===== src/rtl/store_pkg.sv =====
// Shared types and helpers for the store unit: FSM state, funct3 encodings,
// latched request payload and store legality checks.
package store_pkg;

    localparam int unsigned WORD_W = 32;
    localparam int unsigned BE_W   = 4;

    typedef enum logic [2:0] {
        IDLE,
        READ,
        MERGE,
        WRITE,
        ERR
    } state_e;

    localparam logic [2:0] F3_SB = 3'b000;
    localparam logic [2:0] F3_SH = 3'b001;
    localparam logic [2:0] F3_SW = 3'b010;

    // Request fields kept for the multi-cycle read-modify-write path.
    typedef struct packed {
        logic [WORD_W-1:0] wdata;
        logic [2:0]        funct3;
        logic [1:0]        lane;
    } req_t;

    function automatic logic is_misaligned(input logic [2:0] funct3, input logic [1:0] addr_lo);
        case (funct3)
            F3_SH:   return addr_lo[0];
            F3_SW:   return (addr_lo != 2'b00);
            default: return 1'b0;
        endcase
    endfunction

    function automatic logic is_illegal(input logic [2:0] funct3);
        return !((funct3 == F3_SB) || (funct3 == F3_SH) || (funct3 == F3_SW));
    endfunction

endpackage


===== src/rtl/store_unit_if.sv =====
// Store request handshake plus word-wide data memory port.
interface store_unit_if #(
    parameter int unsigned DM_ADDRESS = 9,
    parameter int unsigned DATA_W     = 32
);
    logic                  st_valid;
    logic                  st_ready;
    logic [31:0]           st_addr;
    logic [31:0]           st_wdata;
    logic [2:0]            st_funct3;
    logic                  st_done;
    logic                  st_err;
    logic                  mem_re;
    logic                  mem_we;
    logic [DM_ADDRESS-1:0] mem_addr;
    logic [DATA_W-1:0]     mem_wd;
    logic [3:0]            mem_be;
    logic [DATA_W-1:0]     mem_rd;

    // Pipeline and memory side.
    modport master (
        output st_valid, st_addr, st_wdata, st_funct3, mem_rd,
        input  st_ready, st_done, st_err, mem_re, mem_we, mem_addr, mem_wd, mem_be
    );

    // Store unit side.
    modport slave (
        input  st_valid, st_addr, st_wdata, st_funct3, mem_rd,
        output st_ready, st_done, st_err, mem_re, mem_we, mem_addr, mem_wd, mem_be
    );
endinterface


===== src/rtl/store_merge.sv =====
// Lane merge for sub-word stores: RMW-merged word, lane-replicated word and
// matching byte strobes, used by both the RMW and byte-strobe builds.
module store_merge
    import store_pkg::*;
(
    input  logic [WORD_W-1:0] old_word,
    input  logic [WORD_W-1:0] wdata,
    input  logic [2:0]        funct3,
    input  logic [1:0]        lane,
    output logic [WORD_W-1:0] merged,
    output logic [WORD_W-1:0] repl,
    output logic [BE_W-1:0]   be
);

    always_comb begin
        merged = old_word;
        repl   = wdata;
        be     = 4'hF;
        case (funct3)
            F3_SB: begin
                merged[{lane, 3'b000} +: 8] = wdata[7:0];
                repl = {4{wdata[7:0]}};
                be   = 4'b0001 << lane;
            end
            F3_SH: begin
                merged[{lane[1], 4'b0000} +: 16] = wdata[15:0];
                repl = {2{wdata[15:0]}};
                be   = 4'b0011 << {lane[1], 1'b0};
            end
            default: merged = wdata;
        endcase
    end

endmodule


===== src/rtl/store_unit.sv =====
// MEM-stage store unit: SB/SH/SW onto a word-wide data memory, with RMW for
// sub-word stores, or direct byte strobes when STORE_BYTE_STROBE_EN is defined.
module store_unit
    import store_pkg::*;
#(
    parameter int unsigned DM_ADDRESS = 9,
    parameter int unsigned DATA_W     = 32
) (
    input  logic        clk,
    input  logic        reset,
    store_unit_if.slave bus
);

`ifdef STORE_BYTE_STROBE_EN
    localparam bit BYTE_STROBE = 1'b1;
`else
    localparam bit BYTE_STROBE = 1'b0;
`endif

    state_e                state_q, state_n;
    req_t                  req_q, req_sel_c;
    logic                  mem_re_q, mem_re_n;
    logic                  mem_we_q, mem_we_n;
    logic                  done_q, done_n;
    logic                  err_q, err_n;
    logic [DM_ADDRESS-1:0] mem_addr_q, mem_addr_n;
    logic [DATA_W-1:0]     mem_wd_q, mem_wd_n;
    logic [BE_W-1:0]       mem_be_q, mem_be_n;
    logic                  st_ready_c, accept_c, bad_c;
    logic [WORD_W-1:0]     merged, repl;
    logic [BE_W-1:0]       lane_be;
    logic                  unused_addr_hi;

    // Upper address bits wrap away: memory only decodes DM_ADDRESS bits.
    assign unused_addr_hi = ^bus.st_addr[31:DM_ADDRESS];

    assign st_ready_c = (state_q == IDLE) && !reset;
    assign accept_c   = bus.st_valid && st_ready_c;
    assign bad_c      = is_illegal(bus.st_funct3) || is_misaligned(bus.st_funct3, bus.st_addr[1:0]);

    // In IDLE the merger sees the live request; afterwards the latched copy.
    always_comb begin
        req_sel_c = req_q;
        if (state_q == IDLE) begin
            req_sel_c.wdata  = bus.st_wdata;
            req_sel_c.funct3 = bus.st_funct3;
            req_sel_c.lane   = bus.st_addr[1:0];
        end
    end

    store_merge u_merge (
        .old_word (bus.mem_rd),
        .wdata    (req_sel_c.wdata),
        .funct3   (req_sel_c.funct3),
        .lane     (req_sel_c.lane),
        .merged   (merged),
        .repl     (repl),
        .be       (lane_be)
    );

    always_ff @(posedge clk) begin
        if (reset) begin
            state_q    <= IDLE;
            req_q      <= '0;
            mem_re_q   <= 1'b0;
            mem_we_q   <= 1'b0;
            done_q     <= 1'b0;
            err_q      <= 1'b0;
            mem_addr_q <= '0;
            mem_wd_q   <= '0;
            mem_be_q   <= '1;
        end else begin
            state_q    <= state_n;
            mem_re_q   <= mem_re_n;
            mem_we_q   <= mem_we_n;
            done_q     <= done_n;
            err_q      <= err_n;
            mem_addr_q <= mem_addr_n;
            mem_wd_q   <= mem_wd_n;
            mem_be_q   <= mem_be_n;
            if (accept_c) begin
                req_q <= req_sel_c;
            end
        end
    end

    // Outputs are computed for the state being entered, so strobes are
    // registered and line up exactly with READ/WRITE/ERR.
    always_comb begin
        state_n    = state_q;
        mem_re_n   = 1'b0;
        mem_we_n   = 1'b0;
        done_n     = 1'b0;
        err_n      = 1'b0;
        mem_addr_n = mem_addr_q;
        mem_wd_n   = mem_wd_q;
        mem_be_n   = mem_be_q;
        case (state_q)
            IDLE: begin
                if (accept_c) begin
                    mem_addr_n = {bus.st_addr[DM_ADDRESS-1:2], 2'b00};
                    if (bad_c) begin
                        state_n = ERR;
                        err_n   = 1'b1;
                    end else if (BYTE_STROBE || (bus.st_funct3 == F3_SW)) begin
                        state_n  = WRITE;
                        mem_we_n = 1'b1;
                        done_n   = 1'b1;
                        mem_wd_n = BYTE_STROBE ? repl : merged;
                        mem_be_n = BYTE_STROBE ? lane_be : '1;
                    end else begin
                        state_n  = READ;
                        mem_re_n = 1'b1;
                    end
                end
            end
            READ: begin
                state_n = MERGE;
            end
            MERGE: begin
                state_n  = WRITE;
                mem_we_n = 1'b1;
                done_n   = 1'b1;
                mem_wd_n = merged;
                mem_be_n = '1;
            end
            WRITE:   state_n = IDLE;
            ERR:     state_n = IDLE;
            default: state_n = IDLE;
        endcase
    end

    assign bus.st_ready = st_ready_c;
    assign bus.st_done  = done_q;
    assign bus.st_err   = err_q;
    assign bus.mem_re   = mem_re_q;
    // A write in flight is suppressed the moment reset is raised.
    assign bus.mem_we   = mem_we_q && !reset;
    assign bus.mem_addr = mem_addr_q;
    assign bus.mem_wd   = mem_wd_q;
    assign bus.mem_be   = mem_be_q;

endmodule

===== src/flat_wrapper.sv =====
// flat-port wrapper written by rule: the top's interface ports become plain ports
module store_unit_flat import store_pkg::*;
#(
    parameter int unsigned DM_ADDRESS = 9,
    parameter int unsigned DATA_W     = 32
)
  (clk, reset, bus_st_valid, bus_st_addr, bus_st_wdata, bus_st_funct3, bus_mem_rd, bus_st_ready, bus_st_done, bus_st_err, bus_mem_re, bus_mem_we, bus_mem_addr, bus_mem_wd, bus_mem_be);
  store_unit_if #(.DM_ADDRESS(DM_ADDRESS), .DATA_W(DATA_W)) bus_i ();
  input  logic clk;
  input  logic reset;
  input wire logic [$bits(bus_i.st_valid)-1:0] bus_st_valid;
  input wire logic [$bits(bus_i.st_addr)-1:0] bus_st_addr;
  input wire logic [$bits(bus_i.st_wdata)-1:0] bus_st_wdata;
  input wire logic [$bits(bus_i.st_funct3)-1:0] bus_st_funct3;
  input wire logic [$bits(bus_i.mem_rd)-1:0] bus_mem_rd;
  output wire logic [$bits(bus_i.st_ready)-1:0] bus_st_ready;
  output wire logic [$bits(bus_i.st_done)-1:0] bus_st_done;
  output wire logic [$bits(bus_i.st_err)-1:0] bus_st_err;
  output wire logic [$bits(bus_i.mem_re)-1:0] bus_mem_re;
  output wire logic [$bits(bus_i.mem_we)-1:0] bus_mem_we;
  output wire logic [$bits(bus_i.mem_addr)-1:0] bus_mem_addr;
  output wire logic [$bits(bus_i.mem_wd)-1:0] bus_mem_wd;
  output wire logic [$bits(bus_i.mem_be)-1:0] bus_mem_be;
  assign bus_i.st_valid = bus_st_valid;
  assign bus_i.st_addr = bus_st_addr;
  assign bus_i.st_wdata = bus_st_wdata;
  assign bus_i.st_funct3 = bus_st_funct3;
  assign bus_i.mem_rd = bus_mem_rd;
  assign bus_st_ready = bus_i.st_ready;
  assign bus_st_done = bus_i.st_done;
  assign bus_st_err = bus_i.st_err;
  assign bus_mem_re = bus_i.mem_re;
  assign bus_mem_we = bus_i.mem_we;
  assign bus_mem_addr = bus_i.mem_addr;
  assign bus_mem_wd = bus_i.mem_wd;
  assign bus_mem_be = bus_i.mem_be;
  store_unit #(.DM_ADDRESS(DM_ADDRESS), .DATA_W(DATA_W)) u_core (.clk(clk), .reset(reset), .bus(bus_i));
endmodule

===== config.mk =====
export PLATFORM = sky130hd
export DESIGN_NAME = store_unit_flat
export DESIGN_NICKNAME = d
export VERILOG_FILES = /design/src/rtl/store_pkg.sv /design/src/rtl/store_unit_if.sv /design/src/rtl/store_merge.sv /design/src/rtl/store_unit.sv /design/src/flat_wrapper.sv
export SDC_FILE = /design/constraint.sdc
export NUM_CORES = 1
export LEC_CHECK = 0
export ABC_AREA = 1
export CAP_MARGIN = 20
export CORE_UTILIZATION = 25
export CTS_CLUSTER_SIZE = 16
export DETAILED_ROUTE_END_ITERATION = 7
export RECOVER_POWER = 50
export SYNTH_ARGS = -nofsm -noshare
export SYNTH_HDL_FRONTEND = slang
export SYNTH_SLANG_ARGS = --single-unit

===== constraint.sdc =====
create_clock -name clk -period 3.27 [get_ports clk]
set_clock_uncertainty 0.15 [all_clocks]
set_input_delay 0.4905 -clock clk [delete_from_list [all_inputs] [get_ports clk]]
set_output_delay 0.4905 -clock clk [all_outputs]
set_load 0.01 [all_outputs]

==> flow_summary.ini <==
[status]
outcome = finished, final reports clean

[critical_path]
path_cells = nor2_4 -> nand2_4 -> nor2_1 -> clkdlybuf4s50_1
cp_data_required_time_ns = 2.63
cp_slowest_cell = clkdlybuf4s50_1
crit_path_max_fanout = 41
cp_top_family = simple AND/OR/NAND/NOR gates
end_kind = output port
cpPeakStageDelay_ns = 0.61
r2r_cells = 12
crit_buf_inv = 1
cp.depth = 4
worstSetupPathType = reg2out
crit_path_start_kind = flip-flop
arrival_ns = 2.34

[synth]
synth_cells = 925
synthesis.area_mm2 = 0.00538
synth.largest_area_cell = dfxtp_1
synthDominantCellAreaShare_pct = 30.5
async_reset_ff_share_pct = 0
synth.yosys.warnings = 0
synth_edf_count = 0
syn_area_per_cell_um2 = 5.82
synth-seq-cells = 82
synth.area.top_cells = dfxtp_1, nand2_1, nor2_1, nand3_1, o21ai_0
ys_types = 28
yosysSeqAreaShare_pct = 30.5
synth_ff_type = dfxtp_1

[power_and_ir_drop]
pwr-share-comb_pct = 35.6
ir_drop_v = 0.000215
switching_share_pct = 38.0
p_clk_share_pct = 31.5
pwr-share-seq_pct = 32.9
p_leak_nw = 3.29
internal_power_mw = 2.11
switchingPower_mw = 1.29
powerDensity_mw_per_mm2 = 485

[sta]
setup-tns-final_ns = 0
tightest_slew_ns = 0.731
period_needed_ns = 2.98
slew_viol_final = 0
hold_viol_final = 0
max_clock_freq_ghz = 0.335
fin_hold_ws_ns = 0.304
rsz0062_at_grt = no
slew_headroom_pct = 51.3
post-route-period-util_pct = 91.3
finalSetupViolations = 0

[finish]
layout-drive-gt1-share_pct = 6.28
fill_cells = 2337
fin_nets = 1119
area_growth_pct = 30.1
final_cell_mix = nand2_1, nor2_1, nand3_1, dfxtp_1, clkdlybuf4s50_1
layout_commonest_cell = nand2_1

[global_route]
grt-ovfl-total = 0
grtUsageTotal_pct = 16.5
grt_pass1_vias = 5234
grt_pass1_wl_um = 28200
grt_max_degree = 77
antenna_found_initial = 2

[routing]
postRouteAntennaNets = 0
routedWlPerCell_um = 13.9
post-route-drc-count = 0
first_pass_iters = 4
wl_um = 18000
drt_iter0_drc = 321
via_per_inst = 4.45
num_vias = 5769

[worst_hold_path]
whs_path_depth = 2
hold_class = reg2reg

[clock_tree]
ctsResizeCount = 0
ctsHoldBuffers = 0
cts-htree-levels = 3
cts-root-buf = clkbuf_16
clkTransAtPathRegs_ns = 0.07
clockBufferDepth = 2
postCtsSetupBuffers = 0
cts_made_buffers = 9
clock_latency_ns = 0.36
cts_tree = yes
cts.sinks = 82

[placed_design]
io_buffers = 122
post-dp-hpwl_um = 12900
gp_congestion = 0.870

[floorplan]
die_area_mm2 = 0.0221
num_rows = 53
die_y_um = 149
coreArea_mm2 = 0.0211
die_w_um = 149
ioPinCount = 152
initial_core_util_pct = 25.5

[run]
max-cap-violations = 0
## logic make-up after synthesis
logic type,count (synthesis),synth area share [%]
AND/OR/NAND/NOR,607,47.4
buffers and inverters,129,11.4
AO/OA/AOI/OAI,102,9.88
flip-flops,82,30.5
adder cells (fa/ha/maj),3,0.697
other,2,0.140
## final timing paths
check / startpoint / endpoint / slack [ns]
worst max-delay path: u_core.state_q[2] / bus_st_ready / 0.29
worst min-delay path: u_core.req_q[32] / u_core.req_q[32] / 0.30
worst max register to register: u_core.state_q[2] / u_core.bus.mem_wd[18] / 0.41
worst min register to register: u_core.req_q[32] / u_core.req_q[32] / 0.30
## stage by stage
step | std cells | util, % | power (mW) | area [µm²] | setup WS [ns]
2_1_floorplan | 929 | - | 1.98 | 5400 | 0.817
3_3_place_gp | 1278 | 31.8 | 2.35 | 6700 | 0.427
3_5_place_dp | 1278 | 31.8 | 2.36 | 6700 | 0.404
4_1_cts | 1294 | 33.2 | 3.44 | 7010 | 0.405
5_1_grt | 1295 | 33.2 | 3.61 | 7000 | 0.111
6_report | 1296 | 33.2 | 3.40 | 7010 | 0.286
## synthesized netlist by cell type, types with 2 or more instances
| cell type | instances |
|---|---|
| a211oi_1 | 8 |
| a21oi_1 | 38 |
| buf_2 | 21 |
| buf_4 | 13 |
| buf_6 | 7 |
| clkbuf_1 | 20 |
| clkinv_1 | 4 |
| conb_1 | 2 |
| dfxtp_1 | 82 |
| ha_1 | 3 |
| inv_1 | 61 |
| inv_2 | 2 |
| nand2_1 | 308 |
| nand2_2 | 8 |
| nand2_4 | 3 |
| nand3_1 | 99 |
| nor2_1 | 163 |
| nor2_4 | 5 |
| o21ai_0 | 49 |
| o21ai_1 | 6 |
| or2_2 | 16 |
## power groups by stage
stage | clock, mW | combinational [mW] | sequential, mW
2_1_floorplan | 0 | 0.825 | 1.15
3_3_place_gp | 0 | 1.21 | 1.14
3_5_place_dp | 0 | 1.22 | 1.14
4_1_cts | 1.10 | 1.23 | 1.12
5_1_grt | 1.13 | 1.36 | 1.13
6_report | 1.07 | 1.21 | 1.12
## worst reg2reg max path: cells and delay by family (launching register included)
family / cells / cell delay [ns]
simple gates: 10 / 1.75
buf+inv: 1 / 0.35
flops: 1 / 0.34
fa+ha+maj: 1 / 0.21
## cell type report
class                   instances  area (µm²)  area share [%]
diodes                          2        5.00          0.0714
well taps                     275         344            4.91
flip-flops and latches         82        1640            23.4
inverters                      68         256            3.66
clock buffers                  10         229            3.27
repair buffers                135        1320            18.8
clock inverters                 6        75.1            1.07
multi-input cells             718        3140            44.8
## flip-flops by register name, indices dropped and copies added (netlist names)
register / flops
u_core.bus.st_err: 1
u_core.bus.mem_addr: 7
u_core.bus.mem_re: 1
u_core.state_q: 3
u_core.req_q: 37
u_core.bus.mem_wd: 32
u_core.bus.st_done: 1
## per-layer routing
layer	GRT usage [%]	vias up	wire length, µm
li1	-	3053	-
met1	22.3	2548	8510
met2	26.5	149	8280
met3	2.69	19	794
met4	6.17	0	382
met5	0	-	0
No activity file was read; power rests on OpenSTA's default activity.
